## src/rtl/multicycle_controller.sv

```systemverilog
// multicycle_controller: multicycle RV32I control FSM; define ILLEGAL_TRAP_EN to trap on illegal instructions
module multicycle_controller #(
  parameter logic [3:0] RESET_STATE = 4'd0
) (
  input  logic       clk,
  input  logic       reset,
  input  logic [6:0] opcode,
  input  logic [2:0] funct3,
  input  logic       funct7_5,
  input  logic       equal,
  input  logic       less_than,
  input  logic       less_than_unsigned,
  input  logic       mem_ready,
  output logic       mem_req,
  output logic       mem_write,
  output logic       adr_src,
  output logic       ir_write,
  output logic       pc_write,
  output logic       reg_write,
  output logic [1:0] alu_src_a,
  output logic [1:0] alu_src_b,
  output logic [3:0] alu_control,
  output logic [1:0] result_src,
  output logic [2:0] immediate_control,
  output logic       instr_retired,
  output logic       illegal_instr
);
  typedef enum logic [3:0] {
    FETCH = 4'd0, DECODE, MEM_ADR, MEM_READ, MEM_WB, MEM_WRITE, EXEC_R, EXEC_I,
    ALU_WB, BRANCH, JALR_ADR, JAL, LUI, AUIPC, TRAP
  } state_t;
  state_t state, next_state, decode_next;
  logic legal, cmp, taken;
  logic [3:0] alu_op;
  // state register; reset aborts any instruction in flight
  always_ff @(posedge clk or posedge reset)
    if (reset) state <= state_t'(RESET_STATE);
    else state <= next_state;
  // opcode dispatch; FETCH here marks an unknown opcode
  always_comb begin
    case (opcode)
      7'b0000011, 7'b0100011: decode_next = MEM_ADR;
      7'b1100111: decode_next = JALR_ADR;
      7'b0110011: decode_next = EXEC_R;
      7'b0010011: decode_next = EXEC_I;
      7'b1100011: decode_next = BRANCH;
      7'b1101111: decode_next = JAL;
      7'b0110111: decode_next = LUI;
      7'b0010111: decode_next = AUIPC;
      default:    decode_next = FETCH;
    endcase
  end
  assign legal = decode_next != FETCH && !(decode_next == BRANCH && funct3[2:1] == 2'b01);
  assign cmp = funct3[2] ? (funct3[1] ? less_than_unsigned : less_than) : equal;
  assign taken = cmp ^ funct3[0];
  // ALU operation from funct3; sub only for R-type (opcode bit 5 set)
  always_comb begin
    case (funct3)
      3'b000:  alu_op = (opcode[5] && funct7_5) ? 4'b0001 : 4'b0000;
      3'b001:  alu_op = 4'b0101;
      3'b010:  alu_op = 4'b1000;
      3'b011:  alu_op = 4'b1001;
      3'b100:  alu_op = 4'b0100;
      3'b101:  alu_op = funct7_5 ? 4'b0111 : 4'b0110;
      3'b110:  alu_op = 4'b0011;
      default: alu_op = 4'b0010;
    endcase
  end
  // immediate format select, forced low while reset is held
  always_comb begin
    case (opcode)
      7'b0100011:             immediate_control = 3'b001;
      7'b1100011:             immediate_control = 3'b010;
      7'b1101111:             immediate_control = 3'b011;
      7'b0110111, 7'b0010111: immediate_control = 3'b100;
      default:                immediate_control = 3'b000;
    endcase
    if (reset) immediate_control = 3'b000;
  end
  // next state and datapath controls; wait-state enables gated by mem_ready
  always_comb begin
    next_state = state;
    mem_req = 1'b0;
    mem_write = 1'b0;
    adr_src = 1'b0;
    ir_write = 1'b0;
    pc_write = 1'b0;
    reg_write = 1'b0;
    instr_retired = 1'b0;
    alu_src_a = 2'b00;
    alu_src_b = 2'b00;
    alu_control = 4'b0000;
    result_src = 2'b00;
    case (state)
      FETCH: begin
        mem_req = 1'b1;
        alu_src_b = 2'b10;
        result_src = 2'b10;
        ir_write = mem_ready;
        pc_write = mem_ready;
        next_state = mem_ready ? DECODE : FETCH;
      end
      DECODE: begin
        alu_src_a = 2'b01;
        alu_src_b = 2'b01;
`ifdef ILLEGAL_TRAP_EN
        next_state = legal ? decode_next : TRAP;
`else
        next_state = legal ? decode_next : FETCH;
        instr_retired = !legal;
`endif
      end
      MEM_ADR: begin
        alu_src_a = 2'b10;
        alu_src_b = 2'b01;
        next_state = opcode[5] ? MEM_WRITE : MEM_READ;
      end
      MEM_READ: begin
        mem_req = 1'b1;
        adr_src = 1'b1;
        next_state = mem_ready ? MEM_WB : MEM_READ;
      end
      MEM_WB: begin
        result_src = 2'b01;
        reg_write = 1'b1;
        instr_retired = 1'b1;
        next_state = FETCH;
      end
      MEM_WRITE: begin
        mem_req = 1'b1;
        mem_write = 1'b1;
        adr_src = 1'b1;
        instr_retired = mem_ready;
        next_state = mem_ready ? FETCH : MEM_WRITE;
      end
      EXEC_R: begin
        alu_src_a = 2'b10;
        alu_control = alu_op;
        next_state = ALU_WB;
      end
      EXEC_I: begin
        alu_src_a = 2'b10;
        alu_src_b = 2'b01;
        alu_control = alu_op;
        next_state = ALU_WB;
      end
      LUI: begin
        alu_src_a = 2'b11;
        alu_src_b = 2'b01;
        next_state = ALU_WB;
      end
      AUIPC: begin
        alu_src_a = 2'b01;
        alu_src_b = 2'b01;
        next_state = ALU_WB;
      end
      ALU_WB: begin
        reg_write = 1'b1;
        instr_retired = 1'b1;
        next_state = FETCH;
      end
      BRANCH: begin
        pc_write = taken;
        instr_retired = 1'b1;
        next_state = FETCH;
      end
      JALR_ADR: begin
        alu_src_a = 2'b10;
        alu_src_b = 2'b01;
        next_state = JAL;
      end
      JAL: begin
        pc_write = 1'b1;
        alu_src_a = 2'b01;
        alu_src_b = 2'b10;
        next_state = ALU_WB;
      end
      default: next_state = state;
    endcase
    if (reset) {mem_req, mem_write, adr_src, ir_write, pc_write, reg_write, instr_retired,
                alu_src_a, alu_src_b, alu_control, result_src} = '0;
  end
`ifdef ILLEGAL_TRAP_EN
  assign illegal_instr = state == TRAP && !reset;
`else
  assign illegal_instr = 1'b0;
`endif
endmodule

```

## config.mk

```make
export PLATFORM = sky130hd
export DESIGN_NAME = multicycle_controller
export DESIGN_NICKNAME = d
export VERILOG_FILES = /design/src/rtl/multicycle_controller.sv
export SDC_FILE = /design/constraint.sdc
export NUM_CORES = 1
export LEC_CHECK = 0
export ABC_AREA = 1
export BUFFER_PORTS_ARGS = -buffer_cell sky130_fd_sc_hd__buf_2
export CAP_MARGIN = 20
export CORE_MARGIN = 4
export CORE_UTILIZATION = 47
export CTS_BUF_LIST = sky130_fd_sc_hd__clkbuf_8
export DETAILED_ROUTE_END_ITERATION = 10
export PLACE_DENSITY = 0.77
export RECOVER_POWER = 50
export SLEW_MARGIN = 15
export SYNTH_ARGS = -nofsm -noshare
export SYNTH_HDL_FRONTEND = slang
export SYNTH_SLANG_ARGS = --single-unit
export TNS_END_PERCENT = 30
```

## constraint.sdc

```tcl
create_clock -name clk -period 1.5 [get_ports clk]
set_input_delay 0.075 -clock clk [delete_from_list [all_inputs] [get_ports clk]]
set_output_delay 0.075 -clock clk [all_outputs]
set_load 0.03 [all_outputs]
```

==> results.py <==
metrics = {
    "setup_path": {
        "rr_worst_depth": 8,
        "crit_cells": 9,
        "crit_path_start": "state[3]",
        "worst_ep_required_time_ns": 1.42,
        "arrival_ns": 1.52,
        "worstPathMaxFanout": 3,
        "crit_path_start_kind": "flip-flop",
        "crit_end": "pc_write",
        "critPathCaptureType": "output port",
        "crit_type": "reg -> out",
        "worst-path-buf-inv": 4,
        "r2r_end": "state[3]",
        "crit_family": "buffers and inverters",
        "reg2reg_setup_slack_ns": 0.12,
        "reg2reg_from": "state[3]",
        "worst_path_largest_cell_delay_ns": 0.40,
        "cp_common_cell": "nor2_4",
        "cpMaxStageDelayCell": "dfrtp_2",
        "crit_chain": "buf_4 -> nor2_4 -> inv_2 -> nor2_4 -> nand2_2 -> nand2_1 -> inv_1 -> a21oi_2 -> buf_6",
    },
    "power": {
        "switchingPower_mw": 0.120,
        "sw_frac_of_total": 0.278,
        "clock_power_share": 0.531,
        "p_leak_nw": 0.657,
        "pwr-share-seq": 0.252,
        "comb_power_share": 0.218,
        "ir_drop_mv": 0.459,
        "p_int_mw": 0.312,
        "total_power_mw": 0.432,
        "power_density_nw_per_um2": 356,
    },
    "logic_synthesis": {
        "yosys_register_bits": 4,
        "synth_area_sq_um": 785,
        "avgSynthCellArea_sq_um": 5.41,
        "synth.top_cells.by_area": "nand2_1 14%, inv_1 13%, dfrtp_1 13%, nor2_1 9.6%, nand3_1 5.7%",
        "syn_inst": 145,
        "synth_area_leader_cell": "nand2_1",
        "yosysTopAreaCellShare": 0.144,
        "syn-num-nets": 162,
        "yosysUniqueCellTypes": 28,
        "synth_warnings": 0,
        "async_flop_share": 1.00,
        "yosysMostFrequentCell": "nand2_1",
        "ys.flop_type": "dfrtp_1",
        "ys_seq_area_frac": 0.128,
        "synth.top_cells.by_count": "30 x nand2_1, 27 x inv_1, 20 x nor2_1, 9 x nand3_1",
        "synth-edff-count": 0,
    },
    "floorplan": {
        "ios": 38,
        "coreArea_sq_um": 1540,
        "std_cell_rows": 14,
        "die_y_um": 48.9,
        "die_x_um": 48.9,
        "die_area_sq_um": 2390,
        "initial_core_util": 0.509,
    },
    "sta": {
        "post-route-period-util": 1.06,
        "rsz0062_at_grt": "true",
        "fin_hold_ws_ns": 0.166,
        "max_freq_mhz": 626,
        "setup_viol": 6,
        "finalHoldViolCount": 0,
        "period_minus_slack_ns": 1.60,
        "clock_skew_ns": 0.00466,
        "timing.final.ws_setup_ns": -0.0967,
        "finalMaxSlewViolations": 0,
    },
    "cts": {
        "cts.sinks": 4,
        "cts_buffers": 3,
        "clockBufferDepth": 2,
        "h-tree-depth": 1,
        "clkLatencyLatePin_ns": 0.22,
        "cts_tree": "done",
        "cts.clk_slew.worst_paths_ns": 0.03,
        "root_buffer": "clkbuf_8",
    },
    "job": {
        "drv_cap": 0,
    },
    "drt": {
        "wl_um": 2740,
        "wire_per_inst_um": 13.2,
        "first_pass_iters": 4,
        "antenna_left": 0,
        "via_per_inst": 5.34,
        "drtIter0Drc": 34,
        "drc_errors": 0,
        "vias": 1111,
    },
    "place": {
        "postPlaceCellArea_sq_um": 970,
        "place_congestion": 0.883,
        "dpl.hpwl_um": 1810,
        "post-place-ws_ns": 0.0895,
        "io_buffers": 36,
    },
    "global_route": {
        "overflow": 0,
        "grt_pass1_vias": 982,
        "grt_pass1_wl_um": 3970,
        "grt_max_degree": 16,
        "antenna_found_initial": 0,
        "track_usage": 0.203,
    },
    "finish": {
        "largest_reg_flops": 4,
        "final_cell_area_sq_um": 1210,
        "top_register": "state",
        "finalNetCount": 211,
        "area_growth_pct": 54.4,
        "drive_gt1_frac": 0.464,
        "reg_top3": "state (4)",
        "n_antenna_cell": 0,
    },
    "status": {
        "outcome": "complete, but fails checks",
        "violations": "setup timing",
    },
    "min_path": {
        "min_path_type": "in -> reg",
    },
}
-- layout by cell type (no fill, tap or decap) --
| cell type | n |
|---|---|
| conb_1 | 1 |
| nor2_2 | 3 |
| dlygate4sd3_1 | 1 |
| nand3_2 | 1 |
| a221oi_1 | 1 |
| dfrtp_1 | 1 |
| buf_4 | 21 |
| nand2_1 | 29 |
| nand3b_1 | 1 |
| a211oi_2 | 1 |
| dfrtp_2 | 3 |
| o21ai_4 | 1 |
| a31oi_1 | 2 |
| o21ai_1 | 1 |
| a21oi_2 | 2 |
| inv_2 | 10 |
| buf_2 | 22 |
| a21oi_1 | 6 |
| buf_6 | 2 |
| o31ai_1 | 1 |
| nand4_1 | 2 |
| o21ai_2 | 3 |
| xor2_1 | 1 |
| inv_4 | 1 |
| nor2_1 | 18 |
| nand2_2 | 3 |
| nor3_2 | 2 |
| nor2_4 | 7 |
| inv_1 | 22 |
| clkbuf_8 | 3 |
| nor3_1 | 3 |
| nand2_4 | 3 |
| o21ai_0 | 3 |
| and3_1 | 1 |
| nand3_1 | 9 |
| o22ai_2 | 1 |
-- kinds of logic (layout without fill, tap and decap cells) --
group | count (synthesis) | in the layout | synth area share
xor+xnor | 1 | 1 | 0.0112
other cells | 1 | 1 | 0.00478
simple gates | 82 | 82 | 0.498
buf+inv | 35 | 82 | 0.177
flops | 4 | 4 | 0.128
compound gates | 22 | 22 | 0.182
-- worst min-delay path by stage --
stage,cells past startpoint,startpoint,end
3_5_place_dp,2,reset,state[2]
3_3_place_gp,2,reset,state[3]
5_1_grt,3,mem_ready,state[2]
4_1_cts,3,mem_ready,state[2]
6_report,3,mem_ready,state[2]
2_1_floorplan,1,reset,state[0]
-- through the flow --
step                      instances  setup TNS [ns]  utilization
after detailed placement        195               0        0.629
after CTS                       202          -0.163        0.704
after global routing            208          -0.725        0.786
after global placement          195               0        0.629
after floorplan                 145          -0.165            -
final                           208          -0.327        0.786
-- routing by layer --
metal | global-route usage | share of wire | vias up
met5 | 0 | 0 | -
met4 | 0.103 | 0.018 | 0
met3 | 0.0336 | 0.064 | 6
met2 | 0.376 | 0.53 | 57
met1 | 0.214 | 0.38 | 494
li1 | - | - | 554
-- power by group through the flow --
stage,Sequential (mW),Clock (mW),Combinational [mW]
floorplan,0.110,0,0.0527
global placement,0.110,0,0.0857
detailed placement,0.110,0,0.0881
CTS,0.109,0.224,0.0906
global route,0.109,0.232,0.105
finish,0.109,0.229,0.0940
-- layout make-up --
class                      instances  area (sq um)
multi-input combinational        106           619
fill                             128           330
timing repair buffer              46           300
inverter                          33           126
sequential                         4           104
clock buffer                       3          41.3
tap                               16          20.0
-- worst register-to-register path, delay by kind of cell, from the launching register on --
kind                   cells  cell delay, ns
buffers and inverters      3            0.41
flip-flops                 1            0.40
AND/OR/NAND/NOR            4            0.38
AO/OA/AOI/OAI              1            0.12
-- timing repair --
action | 4_1_cts | 5_1_grt
hold buffers | 1 | 0
pin swaps | 1 | 8
setup endpoints to repair | 11 | 13
buffers inserted | 3 | 6
hold endpoints to repair | 4 | 0
resized for setup | 15 | 34
Power figures use the tool's default switching activity.
